[config.mk]
export PLATFORM = sky130hd
export DESIGN_NAME = mmio_button_input_flat
export DESIGN_NICKNAME = d
export VERILOG_FILES = /design/src/rtl/mmio_button_input_if.sv /design/src/rtl/mmio_button_input.sv /design/src/flat_wrapper.sv
export SDC_FILE = /design/constraint.sdc
export NUM_CORES = 1
export LEC_CHECK = 0
export ABC_AREA = 1
export CORE_ASPECT_RATIO = 0.5
export CORE_MARGIN = 2
export CORE_UTILIZATION = 35
export CTS_BUF_LIST = sky130_fd_sc_hd__clkbuf_16
export CTS_CLUSTER_SIZE = 30
export DETAILED_ROUTE_END_ITERATION = 16
export SETUP_SLACK_MARGIN = 0.05
export SLEW_MARGIN = 20
export SYNTH_ARGS = -nofsm -noshare
export SYNTH_HDL_FRONTEND = slang
export SYNTH_SLANG_ARGS = --single-unit
export TNS_END_PERCENT = 30
[constraint.sdc]
create_clock -name clock -period 8.8 [get_ports clock]
set_input_delay 1.32 -clock clock [delete_from_list [all_inputs] [get_ports clock]]
set_output_delay 1.32 -clock clock [all_outputs]
set_load 0.1 [all_outputs]
[src/rtl/mmio_button_input_if.sv]
// Core-facing MMIO port of the button input block: clear strobes toward the
// block, conditioned button state back to the core.
interface mmio_button_input_if #(
  parameter int NUM_INPUTS = 4
) ();
  logic                  clearWrite;
  logic [NUM_INPUTS-1:0] clearMask;
  logic                  countClear;
  logic [NUM_INPUTS-1:0] debounced;
  logic [NUM_INPUTS-1:0] pressPending;
  logic                  anyPending;
  logic [7:0]            pressCount;

  // Core side
  modport master (
    output clearWrite, clearMask, countClear,
    input  debounced, pressPending, anyPending, pressCount
  );

  // Button block side
  modport slave (
    input  clearWrite, clearMask, countClear,
    output debounced, pressPending, anyPending, pressCount
  );
endinterface

[src/rtl/mmio_button_input.sv]
// Push-button input path: two-flop synchronizer, per-channel debounce, press
// detection with sticky write-1-to-clear flags and a saturating press counter.
module mmio_button_input #(
  parameter int NUM_INPUTS      = 4,
  parameter int DEBOUNCE_CYCLES = 16,
  parameter bit INVERT_INPUT    = 1'b0
) (
  input  logic                  clock,
  input  logic                  reset,
  input  logic [NUM_INPUTS-1:0] rawInput,
  mmio_button_input_if.slave    mmio
);
  localparam int CNT_W  = $clog2(DEBOUNCE_CYCLES);
  localparam int ROSE_W = $clog2(NUM_INPUTS + 1);
  localparam int SUM_W  = (ROSE_W > 8) ? ROSE_W + 1 : 9;
  localparam logic [CNT_W-1:0] LAST_COUNT = CNT_W'(DEBOUNCE_CYCLES - 1);

  logic [NUM_INPUTS-1:0] sync1_reg;
  logic [NUM_INPUTS-1:0] sync2_reg;
  logic [NUM_INPUTS-1:0] debounced_reg;
  logic [NUM_INPUTS-1:0] debounced_next;
  logic [NUM_INPUTS-1:0] rise;
  logic [NUM_INPUTS-1:0] pending_reg;
  logic [NUM_INPUTS-1:0] pending_next;
  logic                  any_pending_reg;
  logic [7:0]            press_count_reg;
  logic [7:0]            press_count_next;
  logic [ROSE_W-1:0]     rise_total;
  logic [SUM_W-1:0]      count_sum;

  // No logic between the stages so the second flop can resolve metastability.
  always_ff @(posedge clock) begin
    if (reset) begin
      sync1_reg <= '0;
      sync2_reg <= '0;
    end else begin
      sync1_reg <= rawInput ^ {NUM_INPUTS{INVERT_INPUT}};
      sync2_reg <= sync1_reg;
    end
  end

  genvar gi;
  generate
    for (gi = 0; gi < NUM_INPUTS; gi++) begin : g_debounce
      logic [CNT_W-1:0] count_reg;
      logic [CNT_W-1:0] count_next;
      logic             deb_bit_next;

      // Accept a new level only after it has differed for DEBOUNCE_CYCLES edges in a row.
      always_comb begin
        count_next   = count_reg;
        deb_bit_next = debounced_reg[gi];
        if (sync2_reg[gi] == debounced_reg[gi]) begin
          count_next = '0;
        end else if (count_reg == LAST_COUNT) begin
          deb_bit_next = sync2_reg[gi];
          count_next   = '0;
        end else begin
          count_next = count_reg + 1'b1;
        end
      end

      always_ff @(posedge clock) begin
        if (reset) begin
          count_reg <= '0;
        end else begin
          count_reg <= count_next;
        end
      end

      assign debounced_next[gi] = deb_bit_next;
    end
  endgenerate

  assign rise = debounced_next & ~debounced_reg;

  always_comb begin
    rise_total = '0;
    for (int i = 0; i < NUM_INPUTS; i++) begin
      rise_total = rise_total + ROSE_W'(rise[i]);
    end
  end

  // Set is OR'd in after the clear so a coincident press keeps the flag.
  always_comb begin
    pending_next = pending_reg & ~(mmio.clearWrite ? mmio.clearMask : '0);
    pending_next = pending_next | rise;
  end

  // countClear only zeroes the base; rises on the same edge still count.
  always_comb begin
    count_sum = (mmio.countClear ? '0 : SUM_W'(press_count_reg)) + SUM_W'(rise_total);
    if (count_sum > SUM_W'(255)) begin
      press_count_next = 8'hff;
    end else begin
      press_count_next = count_sum[7:0];
    end
  end

  always_ff @(posedge clock) begin
    if (reset) begin
      debounced_reg   <= '0;
      pending_reg     <= '0;
      any_pending_reg <= 1'b0;
      press_count_reg <= '0;
    end else begin
      debounced_reg   <= debounced_next;
      pending_reg     <= pending_next;
      any_pending_reg <= |pending_next;
      press_count_reg <= press_count_next;
    end
  end

  assign mmio.debounced    = debounced_reg;
  assign mmio.pressPending = pending_reg;
  assign mmio.anyPending   = any_pending_reg;
  assign mmio.pressCount   = press_count_reg;
endmodule

[src/flat_wrapper.sv]
// flat-port wrapper written by rule: the top's interface ports become plain ports
module mmio_button_input_flat 
#(
  parameter int NUM_INPUTS      = 4,
  parameter int DEBOUNCE_CYCLES = 16,
  parameter bit INVERT_INPUT    = 1'b0
)
  (clock, reset, rawInput, mmio_clearWrite, mmio_clearMask, mmio_countClear, mmio_debounced, mmio_pressPending, mmio_anyPending, mmio_pressCount);
  mmio_button_input_if #(.NUM_INPUTS(NUM_INPUTS)) mmio_i ();
  input  logic clock;
  input  logic reset;
  input  logic [NUM_INPUTS-1:0] rawInput;
  input wire logic [$bits(mmio_i.clearWrite)-1:0] mmio_clearWrite;
  input wire logic [$bits(mmio_i.clearMask)-1:0] mmio_clearMask;
  input wire logic [$bits(mmio_i.countClear)-1:0] mmio_countClear;
  output wire logic [$bits(mmio_i.debounced)-1:0] mmio_debounced;
  output wire logic [$bits(mmio_i.pressPending)-1:0] mmio_pressPending;
  output wire logic [$bits(mmio_i.anyPending)-1:0] mmio_anyPending;
  output wire logic [$bits(mmio_i.pressCount)-1:0] mmio_pressCount;
  assign mmio_i.clearWrite = mmio_clearWrite;
  assign mmio_i.clearMask = mmio_clearMask;
  assign mmio_i.countClear = mmio_countClear;
  assign mmio_debounced = mmio_i.debounced;
  assign mmio_pressPending = mmio_i.pressPending;
  assign mmio_anyPending = mmio_i.anyPending;
  assign mmio_pressCount = mmio_i.pressCount;
  mmio_button_input #(.NUM_INPUTS(NUM_INPUTS), .DEBOUNCE_CYCLES(DEBOUNCE_CYCLES), .INVERT_INPUT(INVERT_INPUT)) u_core (.clock(clock), .reset(reset), .rawInput(rawInput), .mmio(mmio_i));
endmodule
Word-level counts from Yosys, hierarchy flattened
Index checks and enable logic that the tools add are counted.
{ "op_classes": {"n_addsub": 8, "n_lt_le_gt_ge": 1, "eq_ne": 8, "muxes": 11, "n_bitwise": 5, "n_reduce_logical": 5} }
{ "ops": {"columns": ["cell", "count"], "rows": [
  ["4-bit by 1-bit adder with 4-bit output (second input constant)", 4],
  ["4-bit == test (second input constant)", 4],
  ["8-bit 2-to-1 mux", 2],
  ["3-bit OR reduction", 4],
  ["9-bit by 3-bit adder with 9-bit output", 1],
  ["9-bit by 8-bit > comparator with 1-bit output (second input constant)", 1],
  ["4-bit AND", 2],
  ["1-bit 2-to-1 mux", 8],
  ["4-bit inverter", 2],
  ["3-bit by 1-bit adder with 3-bit output", 2],
  ["1-bit == test", 4],
  ["4-bit 2-to-1 mux", 1],
  ["4-bit OR", 1],
  ["4-bit OR reduction", 1],
  ["1-bit by 1-bit adder with 2-bit output", 1]
]} }
{ "word_totals": {"ff_bits": 41, "inputBits": 12, "out_inout_bits": 17, "elab_cells": 48} }

Depth between registers and ports, before layout
{ "depth": {"word_depth": 10, "ltp_mapped": 16} }

Worst setup path after synthesis
Ideal clock, no wire load.
{ "synth_timing": {"kind": "register to register", "from": "reg u_core.debounced_reg[1], in the netlist u_core.mmio.debounced[1]", "to": "reg u_core.press_count_reg[7], in the netlist u_core.mmio.pressCount[7]", "setup_ns": 0.109, "arrival_ns": 3.288, "t_required_ns": 8.691, "setup_slack_ns": 5.403, "stages_incl_launch_ff": 14, "n_path_buf": 0, "period_less_slack_ns": 3.397, "path_cell_list": "dfxtp_1 inv_1 nand3_1 inv_1 ha_1 fa_1 ha_1 fa_1 a21oi_2 nor2_2 nand2_2 nand3_1 nand2_1 inv_1"} }
{ "synth_between": {"elab_chain_cells": 9} }
{ "synth_rtl": {"columns": ["item", "line", "rtl"], "rows": [
  ["from (decl)", "mmio_button_input.sv:20", "logic [NUM_INPUTS-1:0] debounced_reg;"],
  ["from (signal assigned)", "mmio_button_input.sv:107", "debounced_reg <= debounced_next;"],
  ["1-bit 2-to-1 mux / 1-bit == test (equally long branches)", "mmio_button_input.sv:55, mmio_button_input.sv:53", null],
  ["1-bit 2-to-1 mux", "mmio_button_input.sv:53", "if (sync2_reg[gi] == debounced_reg[gi]) begin"],
  ["4-bit AND (*)", "mmio_button_input.sv:75", "assign rise = debounced_next & ~debounced_reg;"],
  ["1-bit by 1-bit adder with 2-bit output (*)", "mmio_button_input.sv:80", "rise_total = rise_total + ROSE_W'(rise[i]);"],
  ["3-bit by 1-bit adder with 3-bit output (*) (2 in a row)", "mmio_button_input.sv:80", null],
  ["9-bit by 3-bit adder with 9-bit output (*)", "mmio_button_input.sv:92", "count_sum = (mmio.countClear ? '0 : SUM_W'(press_count_reg)) + SUM_W'(rise_total);"],
  ["9-bit by 8-bit > comparator with 1-bit output", "mmio_button_input.sv:93", "if (count_sum > SUM_W'(255)) begin"],
  ["8-bit 2-to-1 mux (*)", "mmio_button_input.sv:93", null],
  ["to (signal assigned)", "mmio_button_input.sv:110", "press_count_reg <= press_count_next;"],
  ["to (decl)", "mmio_button_input.sv:26", "logic [7:0] press_count_reg;"]
]} }
Mark *: on every way between the ends. The rest lies on a longest branch, timed or not.
A chain may end at the register's enable or synchronous reset.

Worst setup path after layout
{ "layout_timing": {"from": "reg u_core.g_debounce[1].count_reg[0]", "to": "reg u_core.press_count_reg[5], in the netlist u_core.mmio.pressCount[5]"} }
{ "layout_between": {"elab_chain_cells": 10} }
{ "layout_rtl": {"columns": ["item", "line", "rtl"], "rows": [
  ["from (decl)", "mmio_button_input.sv:45", "logic [CNT_W-1:0] count_reg;"],
  ["from (signal assigned)", "mmio_button_input.sv:67", "count_reg <= count_next;"],
  ["4-bit == test (*)", "mmio_button_input.sv:55", "end else if (count_reg == LAST_COUNT) begin"],
  ["1-bit 2-to-1 mux (*)", "mmio_button_input.sv:55", null],
  ["1-bit 2-to-1 mux (*)", "mmio_button_input.sv:53", null],
  ["4-bit AND (*)", "mmio_button_input.sv:75", null],
  ["1-bit by 1-bit adder with 2-bit output (*)", "mmio_button_input.sv:80", null],
  ["3-bit by 1-bit adder with 3-bit output (*) (2 in a row)", "mmio_button_input.sv:80", null],
  ["9-bit by 3-bit adder with 9-bit output (*)", "mmio_button_input.sv:92", null],
  ["9-bit by 8-bit > comparator with 1-bit output", "mmio_button_input.sv:93", null],
  ["8-bit 2-to-1 mux (*)", "mmio_button_input.sv:93", null]
]} }
Marks and branches as above.

==> results.sh <==
export IMPL_crit_start="u_core.g_debounce[1].count_reg[0]"
export IMPL_hold_path_class="flip-flop to flip-flop"
export IMPL_synth_largest_area_cell="dfxtp_1"
export IMPL_end_kind="flip-flop"
export IMPL_fp_dieW_um=105.5
export IMPL_fill_cells=498
export IMPL_synth_fp_nets=252
export IMPL_drv_slew=0
export IMPL_die_area_um2=5776
export IMPL_netlist_area_um2=1803
export IMPL_antenna_cells=0
export IMPL_yosysWarnings=0
export IMPL_rsz0062_at_grt="false"
export IMPL_syn_to_final_growth_pct=27.55
export IMPL_avgRoutedWirePerCell_um=9.560
export IMPL_clkTransAtPathRegs_ps=60
export IMPL_clock_sinks=41
export IMPL_grt_ovfl_total=0
export IMPL_synth_seq_cells=41
export IMPL_synthFlopType="dfxtp_1"
export IMPL_p_leak_nw=1.006
export IMPL_largest_register_ffs=16
export IMPL_dr_total_vias=1428
export IMPL_place_congestion=0.8027
export IMPL_synth_area_leaders="dfxtp_1, inv_1, nor2_1, nand2_1, ha_1"
export IMPL_fin_crit_sh_pct=36.17
export IMPL_synth_cell_types=26
export IMPL_drt_iter0_markers=26
export IMPL_drv_cap=0
export IMPL_tightestPinTransition_ps=978.4
export IMPL_period_needed_ps=3183
export IMPL_worstPathRequired_ps=8980
export IMPL_r2r_start="u_core.g_debounce[1].count_reg[0]"
export IMPL_final_hold_viol_count=0
export IMPL_nets=284
export IMPL_reg2reg_slack_ps=5620
export IMPL_powerDensity_nw_per_um2=165.5
export IMPL_synthArstFlopShare_pct=0
export IMPL_r2r_cells=15
export IMPL_routed_wl_um=3174
export IMPL_finalPower_mw=0.3807
export IMPL_grt_pass1_wl_um=5043
export IMPL_io_buffers=28
export IMPL_coreArea_um2=4955
export IMPL_drc=0
export IMPL_pre_cts_ws_ps=5417
export IMPL_cts_root_buf="clkbuf_16"
export IMPL_io_pins=29
export IMPL_antenna_found_initial=0
export IMPL_critPathMaxFanout=7
export IMPL_grt_start_max_net_pins=26
export IMPL_synth_edff_count=0
export IMPL_hold_buffers=0
export IMPL_post_cts_buffers=0
export IMPL_cp_endpoint="u_core.mmio.pressCount[5]"
export IMPL_synth_top_area_share_pct=45.52
export IMPL_hpwlAfterDp_um=2418
export IMPL_viasPerCell=4.301
export IMPL_status="complete, no violations"
export IMPL_clk_latency_ps=280
export IMPL_ir_drop_mv=0.07682
export IMPL_clockBufferDepth=2
export IMPL_tns_ps=0
export IMPL_relSlewSlack_pct=34.57
export IMPL_setup_ws_ps=5617
export IMPL_dr_pass1_iters=4
export IMPL_start_util_pct=36.39
export IMPL_synth_cells=229
export IMPL_syn_area_per_cell_um2=7.873
export IMPL_critPathKind="flip-flop to flip-flop"
export IMPL_grt_pass1_vias=1192
export IMPL_regToRegEndpoint="u_core.mmio.pressCount[5]"
export IMPL_worstSetupStartpointType="flip-flop"
export IMPL_final_antenna_net_count=0
export IMPL_fmax_mhz=314.2
export IMPL_fp_dieH_um=54.75
export IMPL_synth_seq_area_share_pct=45.52
export IMPL_fin_skew_ps=6.630
export IMPL_tritoncts="done"
export IMPL_cts_resized=0
export IMPL_crit_arrival_ps=3360
export IMPL_grtUsageTotal_pct=11.49
export IMPL_row_count=18
export IMPL_drive_gt1_share_pct=8.015
export IMPL_htreeDepth=2
export IMPL_numCtsBuffers=5
export IMPL_setup_viol=0
==> worst max-delay path, cell delays in order (launching register included) <==
cell,delay (ps)
dfxtp_1,350
ha_1,170
nand2_1,90
nor2_2,130
nand3_1,150
inv_1,90
ha_1,230
fa_1,370
ha_1,340
fa_1,490
a21oi_2,270
nor2_2,60
nand2_2,130
nand3_1,100
nand2_1,60
inv_1,40
==> synthesized netlist by cell type (2+ instances only) <==
master,number
a21oi_1,14
nor2_2,4
o21ai_0,4
o221ai_1,2
fa_1,2
dfxtp_1,41
nor3_1,2
nand2_2,3
nand3_1,17
xor2_1,6
clkbuf_1,2
nor2_1,37
inv_1,42
xnor2_1,2
ha_1,9
nand2_1,32
==> worst min path at each step <==
stage / startpoint / endpoint / slack [ps] / cells past startpoint
detailed placement: u_core.sync1_reg[2] / u_core.sync2_reg[2] / 390 / 2
CTS: u_core.sync1_reg[3] / u_core.sync2_reg[3] / 400 / 2
global placement: u_core.sync1_reg[2] / u_core.sync2_reg[2] / 390 / 2
finish: u_core.sync1_reg[3] / u_core.sync2_reg[3] / 400 / 2
global route: u_core.sync1_reg[3] / u_core.sync2_reg[3] / 410 / 2
floorplan: u_core.sync1_reg[0] / u_core.sync2_reg[0] / 390 / 2
==> per-layer routing <==
layer	up-vias	global-route usage, %	part of all wire, %
li1	776	-	-
met1	627	13.31	50
met2	21	19.78	44
met3	4	4.881	4.7
met4	0	3.947	1.0
met5	-	0	0
==> cells by family (layout without fill, tap and decap cells) <==
kind of cell             count (synthesis)  after routing  synth area share, %
AND/OR/NAND/NOR                         99             99                24.43
buffers and inverters                   47             80                10.34
flip-flops                              41             41                45.52
AO/OA/AOI/OAI                           23             23                7.357
adder cells (fa/ha/maj)                 11             11                8.467
XOR/XNOR                                 8              8                3.886
==> where the power goes <==
part | total [mW] | switching [mW] | leakage (nW) | internal [mW]
clock network | 0.179 | 0.0740 | 0.0738 | 0.105
registers | 0.189 | 0.00106 | 0.332 | 0.188
logic | 0.0124 | 0.00628 | 0.600 | 0.00610
==> area by class of cell <==
class                      count  area, um^2  share of cell area (%)
timing repair buffer          28       280.3                   12.19
inverter                      44       167.7                   7.291
clock inverter                 3       22.52                  0.9793
sequential                    41       820.8                   35.69
clock buffer                   5       125.1                   5.441
tap                           70       87.58                   3.808
multi-input combinational    141       795.8                   34.60
==> cell usage in the layout (no fill, tap or decap), drive strengths merged, types with 2 or more instances in the layout <==
cell and instances:
inv 44, nor2 42, dfxtp 41, nand2 35
clkdlybuf4s50 28, nand3 18, a21oi 15, ha 9
xor2 6, clkbuf 5, o21ai 5, clkinv 3
o221ai 2, xnor2 2, nor3 2, fa 2
==> through the flow <==
stage	hold slack (ps)	utilization, %	cell area [um^2]	instances
floorplan	388.3	-	1803	229
global placement	391.3	43.43	2152	324
detailed placement	394.4	43.43	2152	324
CTS	401.0	46.41	2300	332
global route	412.5	46.41	2300	332
finish	397.4	46.41	2300	332
Note: power is estimated with default switching activity, not from simulation.
==> edit 1: new RTL, same settings <==
`DEBOUNCE_CYCLES` is set to 16 in 2 places; all go to 32.
--- a/src/rtl/mmio_button_input.sv
+++ b/src/rtl/mmio_button_input.sv
@@ -3,5 +3,5 @@
 module mmio_button_input #(
   parameter int NUM_INPUTS      = 4,
-  parameter int DEBOUNCE_CYCLES = 16,
+  parameter int DEBOUNCE_CYCLES = 32,
   parameter bit INVERT_INPUT    = 1'b0
 ) (
--- a/src/flat_wrapper.sv
+++ b/src/flat_wrapper.sv
@@ -3,5 +3,5 @@
 #(
   parameter int NUM_INPUTS      = 4,
-  parameter int DEBOUNCE_CYCLES = 16,
+  parameter int DEBOUNCE_CYCLES = 32,
   parameter bit INVERT_INPUT    = 1'b0
 )
Behaviour: no difference found for any inputs over 10 cycles, from zero or initial values and one cycle with reset high; that may be too few to reach the edited logic, so the function may still have changed.
==> edit 1 against the original RTL <==
Final cell count is 6.0% higher; design area is 7.3% higher; clock skew down 3.6 ps; routed wire length rose by 11%; setup slack got worse by 230 ps; largest power group is now the clock network; critical path type unchanged; area after synthesis rose by 7.8%; count of clock-buffer cells in the layout is the same; total power rose by 13%; sequential cell count up 4; sequential share of layout area is 0.80 points higher.
==> edit 1: results <==
metrics = {
    "status": {
        "status": "finished clean",
    },
    "finish": {
        "num-fill-cells": 534,
        "largest_register_ffs": 20,
        "drive_gt1_share_pct": 7.53,
    },
    "worst_setup_path": {
        "r2r_slack_ps": 5390,
        "slowest_delay_ps": 470,
        "cp.arrival_ps": 3560,
        "crit_start": "u_core.g_debounce[0].count_reg[0]",
    },
    "route": {
        "drt_iter0_markers": 57,
        "viasPerCell": 4.47,
        "wl_microns": 3540,
        "firstDrtPassIters": 6,
        "vias": 1574,
    },
    "logic_synthesis": {
        "synth_common_cells": "45 x dfxtp_1, 42 x nor2_1, 41 x inv_1",
        "syn_nets": 273,
        "synthTopCellsByArea": "dfxtp_1 46%, ha_1 8.4%, nor2_1 8.1%",
        "avgSynthCellArea_sq_um": 7.90,
    },
    "global_route": {
        "grtUsageTotal_pct": 12.1,
        "grt_pass1_wl_microns": 5900,
        "grt_pass1_vias": 1418,
    },
    "pwr": {
        "max-vdd-ir-drop_v": 0.0000732,
        "leakagePower_nw": 0.991,
        "p_int_mw": 0.345,
    },
    "placement": {
        "dp.cells": 344,
        "dp_hpwl_microns": 2620,
    },
    "sta": {
        "worst_pin_slew_ps": 988,
    },
}
edit 1: power groups by stage:
stage	Combinational, mW	Sequential (mW)	Clock, mW
after floorplan	0.00623	0.211	0
after global placement	0.0126	0.212	0
after detailed placement	0.0127	0.212	0
after CTS	0.0128	0.207	0.216
after global routing	0.0141	0.207	0.222
final	0.0125	0.207	0.211
edit 1: final cells by class:
class                   instances  area [sq um]  share of cell area (%)
flip-flops and latches         45           901                    36.5
repair buffers                 28           280                    11.4
inverters                      44           168                    6.79
clock inverters                 3          42.5                    1.72
multi-input cells             154           861                    34.9
clock buffers                   5           125                    5.07
well taps                      73          91.3                    3.70
edit 1: per-layer routing:
metal / GRT usage (%) / vias to the layer above / routed length [microns]
met1: 14.7 / 713 / 1690
met3: 3.14 / 5 / 106
li1: - / 838 / -
met2: 20.3 / 18 / 1680
met4: 5.42 / 0 / 50
met5: 0 / - / 0
edit 1: worst min path at each step:
stage	from	endpoint	cells after the start
3_3_place_gp	u_core.sync1_reg[0]	u_core.sync2_reg[0]	2
2_1_floorplan	u_core.sync1_reg[0]	u_core.sync2_reg[0]	2
3_5_place_dp	u_core.sync1_reg[3]	u_core.sync2_reg[3]	2
5_1_grt	u_core.sync1_reg[0]	u_core.sync2_reg[0]	2
6_report	u_core.sync1_reg[3]	u_core.sync2_reg[3]	2
4_1_cts	u_core.sync1_reg[3]	u_core.sync2_reg[3]	2
edit 1: cell families (layout without fill, tap and decap cells):
group	after synthesis	count (layout)	share of synthesized area [%]
and+or+nand+nor	106	106	24.4
buffers and inverters	47	80	9.34
DFF	45	45	46.4
AOI/OAI and AO/OA	31	31	8.56
adders and majority gates	15	15	10.4
xor gates and xnor gates	2	2	0.902
edit 1: through the flow:
step | util [%] | hold WS (ps) | instance area, sq um | setup WS, ps
2_1_floorplan | - | 388 | 1940 | 5560
3_3_place_gp | 42.5 | 390 | 2300 | 5480
3_5_place_dp | 42.5 | 395 | 2300 | 5400
4_1_cts | 45.5 | 404 | 2470 | 5360
5_1_grt | 45.5 | 418 | 2470 | 5150
6_report | 45.5 | 402 | 2470 | 5390
edit 1: worst reg2reg max path, stage by stage, from the launching register on:
cell and delay (ps):
dfxtp_1 370, ha_1 190, nand2_1 70, nor2_1 110, ha_1 200, nand2_1 90, nor2_1 150, ha_1 260
fa_1 370, ha_1 330, fa_1 470, a21oi_1 250, nor2_2 60, nand2_2 140, nand2_2 80, nor2_2 90
nor2_2 40
==> edit 2: new RTL, same settings <==
Made on the original files. Take the reset off `pending_reg` and load it in a clocked block of its own.
--- a/src/rtl/mmio_button_input.sv
+++ b/src/rtl/mmio_button_input.sv
@@ -101,13 +101,15 @@
     if (reset) begin
       debounced_reg   <= '0;
-      pending_reg     <= '0;
       any_pending_reg <= 1'b0;
       press_count_reg <= '0;
     end else begin
       debounced_reg   <= debounced_next;
-      pending_reg     <= pending_next;
       any_pending_reg <= |pending_next;
       press_count_reg <= press_count_next;
     end
+  end
+
+  always_ff @(posedge clock) begin
+    pending_reg <= pending_next;
   end
 
Check against the original RTL: no difference found for any inputs over 10 cycles, from zero or initial values and one cycle with reset high; that may be too few to reach the edited logic, so the function may still have changed.
==> edit 2 against the original RTL <==
Total power rose by 6.2%; critical path type is now flip-flop to primary output; die area fell by 0.72%; largest cell class unchanged; critical endpoint is now mmio_pressCount[4]; core utilization rose by 0.49 points; setup slack got worse by 7.9 ps; area after synthesis fell by 0.76%; first-iteration DRC count fell by 3.8%; sequential cell count did not move; global-route usage rose by 0.53 points; sequential power barely moved; worst hold slack improved by 3.3 ps; design area rose by 0.60%; routed wire length fell by 0.25%.
==> edit 2: results <==
metrics = {
    "global_route": {
        "grt_pass1_vias": 1253,
        "grt_max_degree": 22,
        "grtUsageTotal_pct": 12.0,
        "grt_pass1_wl_microns": 5290,
        "antenna_found_initial": 0,
    },
    "worst_setup_path": {
        "crit_fanout": 4,
        "slowest_delay_ps": 1170,
        "cp_slowest_cell": "clkdlybuf4s50_1",
        "cp.arrival_ps": 1870,
        "critPathTopFamily": "buffers and inverters",
    },
    "logic_synthesis": {
        "synth_common_cells": "41 x dfxtp_1, 40 x inv_1, 34 x nor2_1",
        "synth_flop_cell": "dfxtp_1",
        "yosysWarnings": 0,
        "async_flop_share_pct": 0,
        "seq_area_frac_synth_pct": 45.9,
        "syn_nets": 246,
        "synthTopCellsByArea": "dfxtp_1 46%, inv_1 8.4%, nor2_1 7.1%",
        "synth.distinct_cells": 28,
    },
    "clock_network": {
        "insertion_delay_ps": 280,
        "htreeDepth": 2,
        "post_cts_buffers": 0,
        "cts_root_buffer": "clkbuf_16",
        "clk_pin_slew_ps": 60,
        "ctsResizeCount": 0,
        "cts_buffers": 5,
        "ctsLongestPathBuffers": 2,
    },
    "placement": {
        "gp_congestion": 0.806,
        "dp_hpwl_microns": 2420,
        "port_buffers": 28,
    },
    "sta": {
        "skew_ps": 4.26,
        "worst_pin_slew_ps": 982,
    },
    "status": {
        "status": "finished clean",
    },
    "finish": {
        "antenna_cells": 0,
        "fin_nets": 279,
        "largest_register_ffs": 16,
        "num-fill-cells": 459,
        "drive_gt1_share_pct": 9.34,
    },
    "route": {
        "vias": 1387,
        "wl_microns": 3170,
        "firstDrtPassIters": 4,
        "drt_iter0_markers": 25,
    },
    "pwr": {
        "max-vdd-ir-drop_v": 0.0000677,
        "leakagePower_nw": 1.00,
    },
    "min_path": {
        "hold_class": "flip-flop to flip-flop",
    },
}
edit 2: cells by family (layout without fill, tap and decap cells):
family,after synthesis,count (layout),share of synthesized area (%)
flip-flops,41,41,45.9
adder cells (fa/ha/maj),11,11,8.53
AO/OA/AOI/OAI,20,20,6.43
buffers and inverters,44,78,9.51
XOR/XNOR,8,8,3.92
AND/OR/NAND/NOR,99,99,25.7
edit 2: area by class of cell:
type	count	area, sq um	share of cell area [%]
inverter	42	160	6.92
clock buffer	5	125	5.41
clock inverter	3	41.3	1.78
multi-input combinational	138	798	34.5
sequential	41	821	35.5
tap	70	87.6	3.79
timing repair buffer	28	280	12.1
edit 2: power breakdown:
group          switching [mW]  internal [mW]
clock network          0.0703          0.133
logic                 0.00615        0.00611
registers             0.00105          0.188
total                  0.0775          0.327
edit 2: metal layers:
layer | GRT usage, % | share of wire (%)
met3 | 4.40 | 4.1
met5 | 0 | 0
met1 | 14.2 | 49
met2 | 20.8 | 46
met4 | 4.44 | 0.92
edit 2: final timing paths:
path / end / slack [ps] / cells after the start / startpoint
max: mmio_pressCount[4] / 5610 / 1 / u_core.mmio.pressCount[4]
min: u_core.sync2_reg[0] / 400 / 2 / u_core.sync1_reg[0]
max reg2reg: u_core.mmio.pressCount[5] / 5660 / 15 / u_core.g_debounce[1].count_reg[0]
min reg2reg: u_core.sync2_reg[0] / 400 / 2 / u_core.sync1_reg[0]
edit 2: per-stage QoR:
stage | area (sq um) | instances | power [mW] | hold WS (ps) | setup WS (ps)
CTS | 2310 | 327 | 0.409 | 401 | 5600
global route | 2310 | 327 | 0.418 | 413 | 5360
detailed placement | 2150 | 319 | 0.205 | 392 | 5430
finish | 2310 | 327 | 0.404 | 401 | 5610
global placement | 2150 | 319 | 0.205 | 392 | 5500
floorplan | 1790 | 223 | 0.199 | 388 | 5430
